## src/rtl/imem_fetch_ctrl_pkg.sv

```systemverilog
// ============================================================================
// Module      : imem_pkg
// Description : Shared constants and state encoding for the instruction fetch
//               sequencer.
// Revision    : 1.0 - initial release
// ============================================================================
`default_nettype none

package imem_pkg;

    localparam int ADDR_W      = 8;
    localparam int INSTR_BYTES = 4;
    localparam int PC_INC      = 4;

    localparam logic [ADDR_W-1:0] RESET_PC_DEF = 8'h00;

    typedef enum logic [1:0] {
        ST_HALT  = 2'd0,
        ST_FETCH = 2'd1,
        ST_HOLD  = 2'd2
    } state_t;

endpackage

`default_nettype wire

```

## src/rtl/imem_fetch_ctrl_if.sv

```systemverilog
// ============================================================================
// Module      : imem_fetch_ctrl_if
// Description : Bundle of the IF/ID handshake, redirect, memory port and
//               loader signals around the fetch sequencer.
// Revision    : 1.0 - initial release
// ============================================================================
`default_nettype none

interface imem_fetch_ctrl_if;
    import imem_pkg::*;

    logic              run;
    logic              redirect_valid;
    logic [ADDR_W-1:0] redirect_pc;
    logic              instr_valid;
    logic              instr_ready;
    logic [31:0]       instr;
    logic [ADDR_W-1:0] instr_pc;
    logic              align_err;
    logic              mem_en;
    logic              mem_we;
    logic [ADDR_W-1:0] mem_addr;
    logic [7:0]        mem_wdata;
    logic [7:0]        mem_rdata;
    logic              ld_valid;
    logic [ADDR_W-1:0] ld_addr;
    logic [7:0]        ld_data;
    logic              ld_ready;

    modport master (
        input  run, redirect_valid, redirect_pc, instr_ready, mem_rdata,
               ld_valid, ld_addr, ld_data,
        output instr_valid, instr, instr_pc, align_err, mem_en, mem_we,
               mem_addr, mem_wdata, ld_ready
    );

    modport slave (
        output run, redirect_valid, redirect_pc, instr_ready, mem_rdata,
               ld_valid, ld_addr, ld_data,
        input  instr_valid, instr, instr_pc, align_err, mem_en, mem_we,
               mem_addr, mem_wdata, ld_ready
    );

endinterface

`default_nettype wire

```

## src/rtl/imem_fetch_ctrl.sv

```systemverilog
// ============================================================================
// Module      : imem_fetch_ctrl
// Description : Byte-serial instruction fetch sequencer: four reads per word,
//               big-endian assembly, valid/ready delivery, redirects, and a
//               loader write path while halted.
// Revision    : 1.0 - initial release
// ============================================================================
`default_nettype none

module imem_fetch_ctrl
    import imem_pkg::*;
#(
    parameter logic [ADDR_W-1:0] RESET_PC = RESET_PC_DEF
) (
    input  wire logic         clk,
    input  wire logic         rst_n,
    imem_fetch_ctrl_if.master bus
);

    localparam logic [1:0] c_LAST_BYTE = 2'(INSTR_BYTES - 1);

    state_t            r_state;
    state_t            w_state_nxt;
    logic [ADDR_W-1:0] r_pc;
    logic [ADDR_W-1:0] w_pc_nxt;
    logic [ADDR_W-1:0] w_redir_pc;

    logic [1:0]        r_issue_cnt;
    logic              r_issue_done;
    logic [1:0]        r_cap_cnt;
    logic              r_rd_pending;
    logic [23:0]       r_shift;

    logic [31:0]       r_instr;
    logic [ADDR_W-1:0] r_instr_pc;
    logic              r_instr_valid;
    logic              r_align_err;

    logic              w_redir_act;
    logic              w_handshake;
    logic              w_fetch_rd;
    logic              w_last_cap;
    logic              w_ld_ready;
    logic              w_ld_wr;

    assign w_redir_pc  = {bus.redirect_pc[ADDR_W-1:2], 2'b00};
    assign w_redir_act = bus.redirect_valid & (r_state != ST_HALT);
    assign w_handshake = r_instr_valid & bus.instr_ready;
    assign w_fetch_rd  = (r_state == ST_FETCH) & ~r_issue_done;
    assign w_last_cap  = (r_state == ST_FETCH) & r_rd_pending & (r_cap_cnt == c_LAST_BYTE);

    // Loader may only own the port while fully halted and not about to start.
    assign w_ld_ready  = rst_n & (r_state == ST_HALT) & ~bus.run;
    assign w_ld_wr     = bus.ld_valid & w_ld_ready;

    always_comb begin
        w_state_nxt = r_state;
        w_pc_nxt    = r_pc;
        case (r_state)
            ST_HALT: begin
                if (bus.redirect_valid) w_pc_nxt = w_redir_pc;
                if (bus.run)            w_state_nxt = ST_FETCH;
            end
            ST_FETCH: begin
                if (w_redir_act) begin
                    w_pc_nxt    = w_redir_pc;
                    w_state_nxt = bus.run ? ST_FETCH : ST_HALT;
                end else if (w_last_cap) begin
                    w_state_nxt = ST_HOLD;
                end
            end
            ST_HOLD: begin
                if (w_redir_act) begin
                    w_pc_nxt    = w_redir_pc;
                    w_state_nxt = bus.run ? ST_FETCH : ST_HALT;
                end else if (w_handshake) begin
                    w_pc_nxt    = r_pc + ADDR_W'(PC_INC);
                    w_state_nxt = bus.run ? ST_FETCH : ST_HALT;
                end
            end
            default: w_state_nxt = ST_HALT;
        endcase
    end

    always_ff @(posedge clk or negedge rst_n) begin
        if (!rst_n) begin
            r_state <= ST_HALT;
            r_pc    <= RESET_PC;
        end else begin
            r_state <= w_state_nxt;
            r_pc    <= w_pc_nxt;
        end
    end

    always_ff @(posedge clk or negedge rst_n) begin
        if (!rst_n) begin
            r_issue_cnt   <= 2'd0;
            r_issue_done  <= 1'b0;
            r_cap_cnt     <= 2'd0;
            r_rd_pending  <= 1'b0;
            r_shift       <= 24'd0;
            r_instr       <= 32'd0;
            r_instr_pc    <= '0;
            r_instr_valid <= 1'b0;
            r_align_err   <= 1'b0;
        end else begin
            r_align_err  <= bus.redirect_valid & (|bus.redirect_pc[1:0]);
            // A read issued in the redirect cycle returns stale data; drop it.
            r_rd_pending <= w_fetch_rd & ~w_redir_act;

            if (w_redir_act || (r_state != ST_FETCH)) begin
                r_issue_cnt  <= 2'd0;
                r_issue_done <= 1'b0;
                r_cap_cnt    <= 2'd0;
            end else begin
                if (w_fetch_rd) begin
                    r_issue_cnt <= r_issue_cnt + 2'd1;
                    if (r_issue_cnt == c_LAST_BYTE) r_issue_done <= 1'b1;
                end
                if (r_rd_pending) begin
                    r_shift   <= {r_shift[15:0], bus.mem_rdata};
                    r_cap_cnt <= r_cap_cnt + 2'd1;
                end
                if (w_last_cap) r_issue_done <= 1'b0;
            end

            if (w_last_cap && !w_redir_act) begin
                r_instr       <= {r_shift, bus.mem_rdata};
                r_instr_pc    <= r_pc;
                r_instr_valid <= 1'b1;
            end else if (w_redir_act || w_handshake) begin
                r_instr_valid <= 1'b0;
            end
        end
    end

    assign bus.instr       = r_instr;
    assign bus.instr_pc    = r_instr_pc;
    assign bus.instr_valid = r_instr_valid;
    assign bus.align_err   = r_align_err;
    assign bus.ld_ready    = w_ld_ready;
    assign bus.mem_en      = w_fetch_rd | w_ld_wr;
    assign bus.mem_we      = w_ld_wr;
    assign bus.mem_wdata   = w_ld_wr ? bus.ld_data : 8'd0;
    assign bus.mem_addr    = w_ld_wr    ? bus.ld_addr :
                             w_fetch_rd ? (r_pc + {{(ADDR_W-2){1'b0}}, r_issue_cnt}) :
                                          '0;

endmodule

`default_nettype wire

```

## src/flat_wrapper.sv

```systemverilog
// flat-port wrapper written by rule: the top's interface ports become plain ports
module imem_fetch_ctrl_flat import imem_pkg::*;
#(
    parameter logic [ADDR_W-1:0] RESET_PC = RESET_PC_DEF
)
  (clk, rst_n, bus_run, bus_redirect_valid, bus_redirect_pc, bus_instr_ready, bus_mem_rdata, bus_ld_valid, bus_ld_addr, bus_ld_data, bus_instr_valid, bus_instr, bus_instr_pc, bus_align_err, bus_mem_en, bus_mem_we, bus_mem_addr, bus_mem_wdata, bus_ld_ready);
  imem_fetch_ctrl_if bus_i ();
  input  wire logic clk;
  input  wire logic rst_n;
  input wire logic [$bits(bus_i.run)-1:0] bus_run;
  input wire logic [$bits(bus_i.redirect_valid)-1:0] bus_redirect_valid;
  input wire logic [$bits(bus_i.redirect_pc)-1:0] bus_redirect_pc;
  input wire logic [$bits(bus_i.instr_ready)-1:0] bus_instr_ready;
  input wire logic [$bits(bus_i.mem_rdata)-1:0] bus_mem_rdata;
  input wire logic [$bits(bus_i.ld_valid)-1:0] bus_ld_valid;
  input wire logic [$bits(bus_i.ld_addr)-1:0] bus_ld_addr;
  input wire logic [$bits(bus_i.ld_data)-1:0] bus_ld_data;
  output wire logic [$bits(bus_i.instr_valid)-1:0] bus_instr_valid;
  output wire logic [$bits(bus_i.instr)-1:0] bus_instr;
  output wire logic [$bits(bus_i.instr_pc)-1:0] bus_instr_pc;
  output wire logic [$bits(bus_i.align_err)-1:0] bus_align_err;
  output wire logic [$bits(bus_i.mem_en)-1:0] bus_mem_en;
  output wire logic [$bits(bus_i.mem_we)-1:0] bus_mem_we;
  output wire logic [$bits(bus_i.mem_addr)-1:0] bus_mem_addr;
  output wire logic [$bits(bus_i.mem_wdata)-1:0] bus_mem_wdata;
  output wire logic [$bits(bus_i.ld_ready)-1:0] bus_ld_ready;
  assign bus_i.run = bus_run;
  assign bus_i.redirect_valid = bus_redirect_valid;
  assign bus_i.redirect_pc = bus_redirect_pc;
  assign bus_i.instr_ready = bus_instr_ready;
  assign bus_i.mem_rdata = bus_mem_rdata;
  assign bus_i.ld_valid = bus_ld_valid;
  assign bus_i.ld_addr = bus_ld_addr;
  assign bus_i.ld_data = bus_ld_data;
  assign bus_instr_valid = bus_i.instr_valid;
  assign bus_instr = bus_i.instr;
  assign bus_instr_pc = bus_i.instr_pc;
  assign bus_align_err = bus_i.align_err;
  assign bus_mem_en = bus_i.mem_en;
  assign bus_mem_we = bus_i.mem_we;
  assign bus_mem_addr = bus_i.mem_addr;
  assign bus_mem_wdata = bus_i.mem_wdata;
  assign bus_ld_ready = bus_i.ld_ready;
  imem_fetch_ctrl #(.RESET_PC(RESET_PC)) u_core (.clk(clk), .rst_n(rst_n), .bus(bus_i));
endmodule
```

## config.mk

```make
export PLATFORM = sky130hd
export DESIGN_NAME = imem_fetch_ctrl_flat
export DESIGN_NICKNAME = d
export VERILOG_FILES = /design/src/rtl/imem_fetch_ctrl_pkg.sv /design/src/rtl/imem_fetch_ctrl_if.sv /design/src/rtl/imem_fetch_ctrl.sv /design/src/flat_wrapper.sv
export SDC_FILE = /design/constraint.sdc
export NUM_CORES = 1
export LEC_CHECK = 0
export CORE_MARGIN = 1
export CORE_UTILIZATION = 48
export CTS_CLUSTER_SIZE = 28
export DETAILED_ROUTE_END_ITERATION = 8
export PLACE_DENSITY = 0.8
export RECOVER_POWER = 25
export SLEW_MARGIN = 5
export SYNTH_ARGS = -nofsm -noshare
export SYNTH_HDL_FRONTEND = slang
export SYNTH_SLANG_ARGS = --single-unit
export TNS_END_PERCENT = 100
```

## constraint.sdc

```tcl
create_clock -name clk -period 2.5 [get_ports clk]
set_clock_uncertainty 0.1 [all_clocks]
set_input_delay 0.625 -clock clk [delete_from_list [all_inputs] [get_ports clk]]
set_output_delay 0.625 -clock clk [all_outputs]
set_load 0.02 [all_outputs]
```

==> results.cfg, run 1 <==
[synth]
synth_fa_ha_area_share_pct = 1.08
avgSynthCellArea_um2 = 14.3
synth-xor-area-share_pct = 0.504
yosys.area_share.simple_pct = 7.81
synthMuxAreaShare_pct = 23.1
synthCells = 243
synth-seq-cells = 78
synth-compound-area-share_pct = 6.77
yosysUniqueCellTypes = 39
synth-seq-area-share_pct = 56.1
netlist_area_mm2 = 0.00348
synth_top_family_by_area = multiplexers
ys_warn_count = 0

[die]
chipHeight_um = 87.1
ios = 99
die_x_um = 87.1
start_util_pct = 50.3
die_area_mm2 = 0.00759
row_count = 30
coreArea_mm2 = 0.00691

[clocking]
clk_pin_slew_worst_paths_ns = 0.09
root_buffer = clkbuf_8
cts_tree = done
cts_sinks = 78
numCtsBuffers = 9
clk_latency_ns = 0.34
htree_levels = 3
clockBufferDepth = 2

[global_routing]
grt_pass1_wl_um = 11300
antenna_found_initial = 0
grt_overflow = 0
first_global_vias = 2259
grt_start_max_net_pins = 44
grt_use_total_pct = 19.6

[route]
top_layer = met4
first_pass_iters = 4
drt-met1-wl_um = 3220
wl_per_cell_um = 15.4
vias = 2280
drtAntennaViolNets = 0
totalWireLength_um = 6940
wl_met2_um = 3410
drt_iter0_drc = 62
dr_wl_met3_um = 226
drcViolationCount = 0
routed_via_density = 5.04

[timing]
finalSetupViolations = 0
max_slew_margin_pct = 42.2
finalHoldViolCount = 0
max_freq_mhz = 410
worst_pin_slew_ns = 0.868
final.min_clock_period_ns = 2.44
slew_viol_final = 0
tns_ns = 0
finalCritPeriodShare_pct = 97.6

[critical_path]
regToRegEndpoint = u_core.bus.instr[18]
crit_type = reg -> out
cpMaxStageDelayCell = dfrtp_1
crit_top_cell = buf_4
worstRegToRegCells = 7
rr_startpoint = u_core.r_state[1]
startpoint_type = flip-flop
crit_chain = buf_4, nor2b_4, nor2b_2, buf_4, or2_2, buf_6
endpoint_kind = output pin
arrival_ns = 1.71
cp_max_fo = 9
slowest_delay_ns = 0.40
regToRegSetupSlack_ns = 0.44
crit_required_ns = 1.77

[worst_hold_path]
hold_path_startpoint = u_core.r_shift[19]
worst_hold_path_type = reg -> reg
whs_endpoint = u_core.r_shift[19]
min_path_cells = 1

[placement]
dp_hpwl_um = 4880
place.gp.congestion = 0.731
io_buffers = 96

[power_and_ir_drop]
p_per_area_mw_per_mm2 = 608
p_total_uw = 2830
power.leakage_uw = 0.00218
ir_drop_mv = 0.349

[finish]
nNetsFinal = 392
syn_to_final_growth_pct = 34.0
drive_gt1_share_pct = 33.1
num_antenna_cells = 0
n_fill_cell = 550

[job]
cap_violations = 0

[run_status]
outcome = completed
[power breakdown]
| group | leakage [µW] | switching (µW) | internal, µW | total (µW) |
|---|---|---|---|---|
| Combinational | 0.00106 | 170 | 250 | 420 |
| Clock | 0.0000966 | 460 | 393 | 853 |
| Sequential | 0.00102 | 125 | 1430 | 1560 |
| Total | 0.00218 | 756 | 2080 | 2830 |
[synthesized netlist by cell type]
cell type	count	share of area [%]
buf_6	4	1.3
a2bb2oi_1	1	0.25
o21a_1	2	0.43
xnor2_1	1	0.25
ha_1	3	1.1
a32oi_1	1	0.25
mux2i_1	3	0.86
a21oi_1	10	1.4
and2_1	1	0.18
nor3b_2	1	0.36
conb_1	1	0.11
nor2b_4	1	0.40
o21ai_0	8	1.2
nor2_4	1	0.32
o22ai_1	3	0.54
and3_1	9	1.6
buf_8	1	0.43
nor4b_4	1	0.68
nor2_8	1	0.58
a31oi_1	1	0.18
nand2_1	5	0.54
clkbuf_1	2	0.22
a21o_1	1	0.22
mux2_2	40	13
inv_1	1	0.11
or2_2	1	0.18
nand3_1	6	0.86
mux2_4	20	8.6
nor2b_1	4	0.72
nor2_1	6	0.65
buf_12	2	1.2
buf_2	3	0.43
o211a_1	1	0.29
nand2b_1	4	0.72
mux2_1	2	0.65
a22o_1	8	2.0
xor2_1	1	0.25
dfrtp_1	78	56
buf_4	4	0.86
[critical path, delay by kind of cell (launching register included)]
kind	cells	cell delay, ns
flip-flops	1	0.40
AND/OR/NAND/NOR	3	0.49
buffers and inverters	3	0.50
[what timing repair did]
item                       CTS  global route
setup buffers                0             0
pin swaps                    0             3
hold endpoints to repair     0             0
hold buffers                 0             0
resized for setup           58            16
setup endpoints to repair   19            16
[per-layer routing]
layer	GRT usage, %	vias to the layer above
met5	0	-
met4	7.60	0
met3	3.51	9
met2	31.8	45
met1	26.4	1138
li1	-	1088
[through the flow]
step / instances / worst slack (ns) / cell area [µm²] / hold slack [ns] / util [%]
final: 452 / 0.0610 / 4660 / 0.390 / 67.5
after global routing: 452 / -0.0110 / 4660 / 0.421 / 67.5
after CTS: 452 / 0.00287 / 4710 / 0.267 / 68.2
after detailed placement: 436 / -0.656 / 4560 / 0.373 / 66.1
after global placement: 436 / -0.600 / 4560 / 0.362 / 66.1
after floorplan: 244 / 0.0454 / 3480 / 0.229 / -
[cell families after synthesis]
| group | count (synthesis) |
|---|---|
| XOR/XNOR | 2 |
| AND/OR/NAND/NOR | 41 |
| other | 1 |
| AO/OA/AOI/OAI | 36 |
| flip-flops | 78 |
| adder cells (fa/ha/maj) | 3 |
| multiplexers | 65 |
| buffers and inverters | 17 |
[how the worst max path moves through the flow]
stage                       end               from  cells past startpoint
3_5_place_dp    bus_mem_addr[7]            bus_run                      6
6_report             bus_mem_en  u_core.r_state[1]                      6
4_1_cts        bus_mem_wdata[3]            bus_run                      5
3_3_place_gp    bus_mem_addr[7]            bus_run                      6
5_1_grt         bus_mem_addr[7]  u_core.r_state[1]                      6
2_1_floorplan   bus_mem_addr[0]            bus_run                      4
[cell type report]
type / instances / area [µm²] / share of cell area, %
Clock buffer: 10 / 138 / 2.95
Clock inverter: 6 / 45.0 / 0.966
Inverter: 1 / 3.75 / 0.0805
Multi-Input combinational cell: 149 / 1380 / 29.6
Sequential cell: 78 / 1950 / 41.9
Tap cell: 96 / 120 / 2.58
Timing Repair Buffer: 112 / 1020 / 22.0
[flip-flops by register name, summed over array words and instances (netlist names), 2 cells and up]
register / count
u_core.r_issue_cnt: 2
u_core.bus.instr: 32
u_core.r_state: 2
u_core.bus.instr_pc: 6
u_core.r_pc: 6
u_core.r_shift: 24
u_core.r_cap_cnt: 2
[placed cells by master (no fill, tap or decap), types with 2 or more instances in the layout]
master / instances
a21oi_1: 10
a22o_1: 8
and3_1: 9
buf_12: 3
buf_2: 7
buf_4: 10
buf_6: 2
clkbuf_1: 2
clkbuf_2: 11
clkbuf_8: 10
clkdlybuf4s50_1: 73
clkinv_2: 2
clkinv_4: 3
conb_1: 2
dfrtp_1: 78
ha_1: 3
mux2_1: 2
mux2_2: 40
mux2_4: 20
mux2i_1: 3
nand2_1: 5
nand2b_1: 4
nand3_1: 6
nor2_1: 6
nor2b_1: 3
o21a_1: 2
o21ai_0: 8
o22ai_1: 3
(Power assumes the default switching activity.)
==> inputs of run 2 (changes only) <==
--- a/config.mk
+++ b/config.mk
@@ -11,6 +11,7 @@
 export DETAILED_ROUTE_END_ITERATION = 8
 export PLACE_DENSITY = 0.8
 export RECOVER_POWER = 25
+export SKIP_CTS_REPAIR_TIMING = 1
 export SLEW_MARGIN = 5
 export SYNTH_ARGS = -nofsm -noshare
 export SYNTH_HDL_FRONTEND = slang
==> run 2 against run 1 <==
Against the previous run: worst setup slack better by 0.016 ns; sequential power about the same; die area unchanged; non-clock buffer count up 2; register-to-register slack improved by 0.03 ns; count of clock-buffer cells in the layout is the same; sequential share of layout area down 0.80 points; sequential cell count unchanged; routed wire length increased by 2.4%; critical endpoint is now bus_mem_addr[1]; largest cell class unchanged; largest power group unchanged.
==> results.cfg, run 2 (same netlist as run 1, synthesis figures left out) <==
[run_status]
outcome = completed

[timing]
finalSetupViolations = 0
max_slew_margin_pct = 42.7
final.min_clock_period_ns = 2.42
timing.hold.ws_ns = 0.389
finalHoldViolCount = 0
finalCritPeriodShare_pct = 96.9
max_freq_mhz = 413
worst_pin_slew_ns = 0.859
slew_viol_final = 0

[route]
drcViolationCount = 0
totalWireLength_um = 7110
first_pass_iters = 4
routed_via_density = 5.04
drtAntennaViolNets = 0
wl_per_cell_um = 15.7
vias = 2290
drt_iter0_drc = 66

[global_routing]
first_global_vias = 2261
antenna_found_initial = 0
grt_start_max_net_pins = 44
grt_overflow = 0
grt_pass1_wl_um = 11300
grt_use_total_pct = 19.6

[clocking]
clk_latency_ns = 0.33
cts_sinks = 78
clk_pin_slew_worst_paths_ns = 0.09
cts_tree = done
numCtsBuffers = 9
root_buffer = clkbuf_8
clockBufferDepth = 2
htree_levels = 3

[die]
die_x_um = 87.1
ios = 99
row_count = 30
coreArea_mm2 = 0.00691
die_area_mm2 = 0.00759
chipHeight_um = 87.1
start_util_pct = 50.3

[finish]
largest_register_ffs = 32
mostFrequentLayoutCells = 78 x dfrtp_1, 73 x clkdlybuf4s50_1, 40 x mux2_2
drive_gt1_share_pct = 30.7
n_fill_cell = 537
fin_cells = 454
num_antenna_cells = 0
nNetsFinal = 394
final_common_cell = dfrtp_1
syn_to_final_growth_pct = 36.7

[power_and_ir_drop]
p_per_area_mw_per_mm2 = 598
power.leakage_uw = 0.00237
ir_drop_mv = 0.350

[critical_path]
endpoint_kind = output pin
startpoint_type = input pin
arrival_ns = 1.70
worstRegToRegCells = 7
crit_required_ns = 1.77
crit_type = in -> out
cp_max_fo = 10

[placement]
dp_hpwl_um = 4880
io_buffers = 96
place.gp.congestion = 0.731
dp_cells = 436

[worst_hold_path]
worst_hold_path_type = reg -> reg
min_path_cells = 1

[job]
cap_violations = 0
[run 2: layout make-up]
| cell class | instances | area (µm²) | area share [%] |
|---|---|---|---|
| Clock buffer | 10 | 138 | 2.90 |
| Clock inverter | 6 | 45.0 | 0.948 |
| Inverter | 1 | 3.75 | 0.0790 |
| Multi-Input combinational cell | 149 | 1380 | 29.1 |
| Sequential cell | 78 | 1950 | 41.1 |
| Tap cell | 96 | 120 | 2.53 |
| Timing Repair Buffer | 114 | 1110 | 23.4 |
[run 2: metal layers]
metal  global-route usage, %  part of all wire (%)  up-vias  routed length, µm
li1                        -                     -     1090                  -
met2                    31.8                    49       45               3490
met5                       0                     0        -                  0
met3                    3.51                   3.3        7                233
met1                    26.3                    47     1148               3320
met4                    7.60                   1.0        0                 72
[run 2: final timing paths]
kind / slack [ns] / end / start
min in group asynchronous: 0.57 / u_core.bus.instr[25] / rst_n
setup / recovery: 0.08 / bus_mem_addr[1] / rst_n
max in group asynchronous: 0.55 / u_core.bus.align_err / rst_n
hold reg to reg: 0.39 / u_core.r_shift[19] / u_core.r_shift[19]
hold / removal: 0.39 / u_core.r_shift[19] / u_core.r_shift[19]
setup reg to reg: 0.47 / u_core.bus.instr[18] / u_core.r_state[1]
[run 2: stage by stage]
step	setup slack, ns	util, %	power (µW)	TNS (ns)	instance area, µm²
after floorplan	0.0454	-	1810	0	3480
after global placement	-0.600	66.1	1990	-9.86	4560
after detailed placement	-0.656	66.1	2020	-10.46	4560
after CTS	-0.657	68.7	2880	-10.50	4750
after global routing	-0.00491	68.8	2990	-0.0147	4750
final	0.0765	68.8	2840	0	4750
[run 2: critical path: stages]
cell      delay [ns]
clkbuf_1        0.20
nor4b_4         0.26
and2_4          0.20
buf_12          0.12
a22o_1          0.14
buf_2           0.16
[run 2: report_power, final]
part | total [µW] | switching [µW] | internal, µW
logic | 426 | 172 | 254
registers | 1560 | 126 | 1430
clock network | 855 | 462 | 393
total | 2840 | 760 | 2080
==> inputs of run 3 (changes only) <==
--- a/config.mk
+++ b/config.mk
@@ -5,6 +5,7 @@
 export SDC_FILE = /design/constraint.sdc
 export NUM_CORES = 1
 export LEC_CHECK = 0
+export CORE_ASPECT_RATIO = 0.9
 export CORE_MARGIN = 1
 export CORE_UTILIZATION = 48
 export CTS_CLUSTER_SIZE = 28
==> run 3 against run 2 <==
Against the previous run: die area is essentially flat; critical path type unchanged; utilization shrank 1.6 points; worst setup slack gained 0.025 ns; critical endpoint is now bus_mem_addr[2]; final area shrank 0.42%; count of clock-buffer cells in the layout shrank 1.
==> results.cfg, run 3 (same netlist as run 1, synthesis figures left out) <==
[finish]
mostFrequentLayoutCells = 78 x dfrtp_1, 73 x clkdlybuf4s50_1, 40 x mux2_2
fin_cells = 449
largest_register_ffs = 32
nNetsFinal = 392
fin_util_pct = 67.2
drive_gt1_share_pct = 30.1
num_antenna_cells = 0
final_common_cell = dfrtp_1
syn_to_final_growth_pct = 36.1

[critical_path]
crit_type = in -> out
arrival_ns = 1.67
cp_max_fo = 10
rr_startpoint = u_core.r_state[1]
startpoint_type = input pin
crit_required_ns = 1.77
cpMaxStageDelayCell = nor4b_4
critPathTopFamily = buffers and inverters
regToRegEndpoint = u_core.bus.instr[14]
worstRegToRegCells = 6
regToRegSetupSlack_ns = 0.57
critPathBufInv = 3
cp.depth = 6
crit_chain = clkbuf_1, nor4b_4, and2_4, buf_12, a22o_1, clkbuf_2
slowest_delay_ns = 0.25
critPathLaunch = rst_n
crit_end = bus_mem_addr[2]
endpoint_kind = output pin

[clocking]
numCtsBuffers = 9
clk_latency_ns = 0.33
clk_pin_slew_worst_paths_ns = 0.09
htree_levels = 3
cts_tree = done
root_buffer = clkbuf_8
clockBufferDepth = 2
cts_sinks = 78

[route]
drtAntennaViolNets = 0
vias = 2254
drcViolationCount = 0
drt_iter0_drc = 65
first_pass_iters = 4
wl_per_cell_um = 15.3
totalWireLength_um = 6870
routed_via_density = 5.02

[timing]
slew_viol_final = 0
fin_ws_ns = 0.101
finalSetupViolations = 0
final.min_clock_period_ns = 2.40
max_slew_margin_pct = 31.5
finalCritPeriodShare_pct = 95.9
worst_pin_slew_ns = 1.03
max_freq_mhz = 417
rsz0062_at_grt = no
finalHoldViolCount = 0

[die]
ios = 99
coreArea_mm2 = 0.00704
die_area_mm2 = 0.00759
row_count = 29
start_util_pct = 49.4
die_x_um = 91.7
chipHeight_um = 82.7

[placement]
place.gp.congestion = 0.789
dp_cells = 433
pre_cts_slack_ns = -0.634
dp_hpwl_um = 4950
io_buffers = 96

[power_and_ir_drop]
p_per_area_mw_per_mm2 = 596
pwr-share-clk_pct = 30.1
seqPwrFrac_pct = 55.2
p_comb_share_pct = 14.7
power.leakage_uw = 0.00234
p_int_uw = 2050
switching_share_pct = 27.2
ir_drop_mv = 0.363
power_switching_uw = 766

[job]
cap_violations = 0

[run_status]
outcome = completed

[worst_hold_path]
worst_hold_path_type = reg -> reg

[global_routing]
grt_pass1_wl_um = 11100
grt_overflow = 0
first_global_vias = 2232
grt_use_total_pct = 19.1
antenna_found_initial = 0
grt_start_max_net_pins = 44
[run 3: cell types whose count changed in the layout (fill, tap and decap cells not counted)]
| cell | change |
|---|---|
| buf_12 | +1 |
| buf_2 | -4 |
| buf_4 | -5 |
| clkbuf_2 | +6 |
| clkbuf_8 | -1 |
| clkinv_2 | -1 |
| clkinv_4 | -1 |
| clkinvlp_4 | +2 |
| inv_8 | +1 |
| nor2b_1 | +1 |
| nor2b_4 | -1 |
[run 3: per-layer routing]
layer  global-route usage (%)  share of wire (%)  vias up
li1                         -                  -     1079
met1                     25.4                 46     1118
met2                     31.7                 49       51
met3                     3.66                3.6        6
met4                     7.03                1.1        0
met5                        0                  0        -
[run 3: cell type report]
| class | count | area (µm²) |
|---|---|---|
| repair buffers | 112 | 1100 |
| well taps | 93 | 116 |
| flip-flops and latches | 78 | 1950 |
| inverters | 1 | 3.75 |
| multi-input cells | 149 | 1380 |
| clock buffers | 9 | 124 |
| clock inverters | 7 | 57.6 |
| fillers | 521 | 2310 |
[run 3: how the worst min path moves through the flow]
stage | from | end | slack, ns | cells after the start
finish | u_core.r_shift[19] | u_core.r_shift[19] | 0.39 | 1
CTS | rst_n | u_core.r_shift[20] | 0.30 | 2
global route | u_core.r_shift[18] | u_core.r_shift[18] | 0.41 | 1
floorplan | rst_n | u_core.bus.align_err | 0.23 | 0
global placement | u_core.r_shift[18] | u_core.r_shift[18] | 0.37 | 1
detailed placement | u_core.r_shift[19] | u_core.r_shift[19] | 0.37 | 1
[run 3: per-stage QoR]
stage / power (µW) / instance area, µm² / hold WS (ns) / TNS (ns)
after floorplan: 1810 / 3480 / 0.229 / 0
after global placement: 1990 / 4570 / 0.365 / -9.83
after detailed placement: 2020 / 4570 / 0.373 / -10.39
after CTS: 2870 / 4750 / 0.301 / -10.41
after global routing: 2960 / 4730 / 0.409 / 0
final: 2820 / 4730 / 0.394 / 0
[run 3: power groups by stage]
stage | logic, µW | registers [µW] | clock network [µW]
finish | 415 | 1560 | 848
global route | 455 | 1580 | 923
CTS | 440 | 1560 | 876
detailed placement | 438 | 1580 | 0
global placement | 421 | 1570 | 0
floorplan | 259 | 1550 | 0
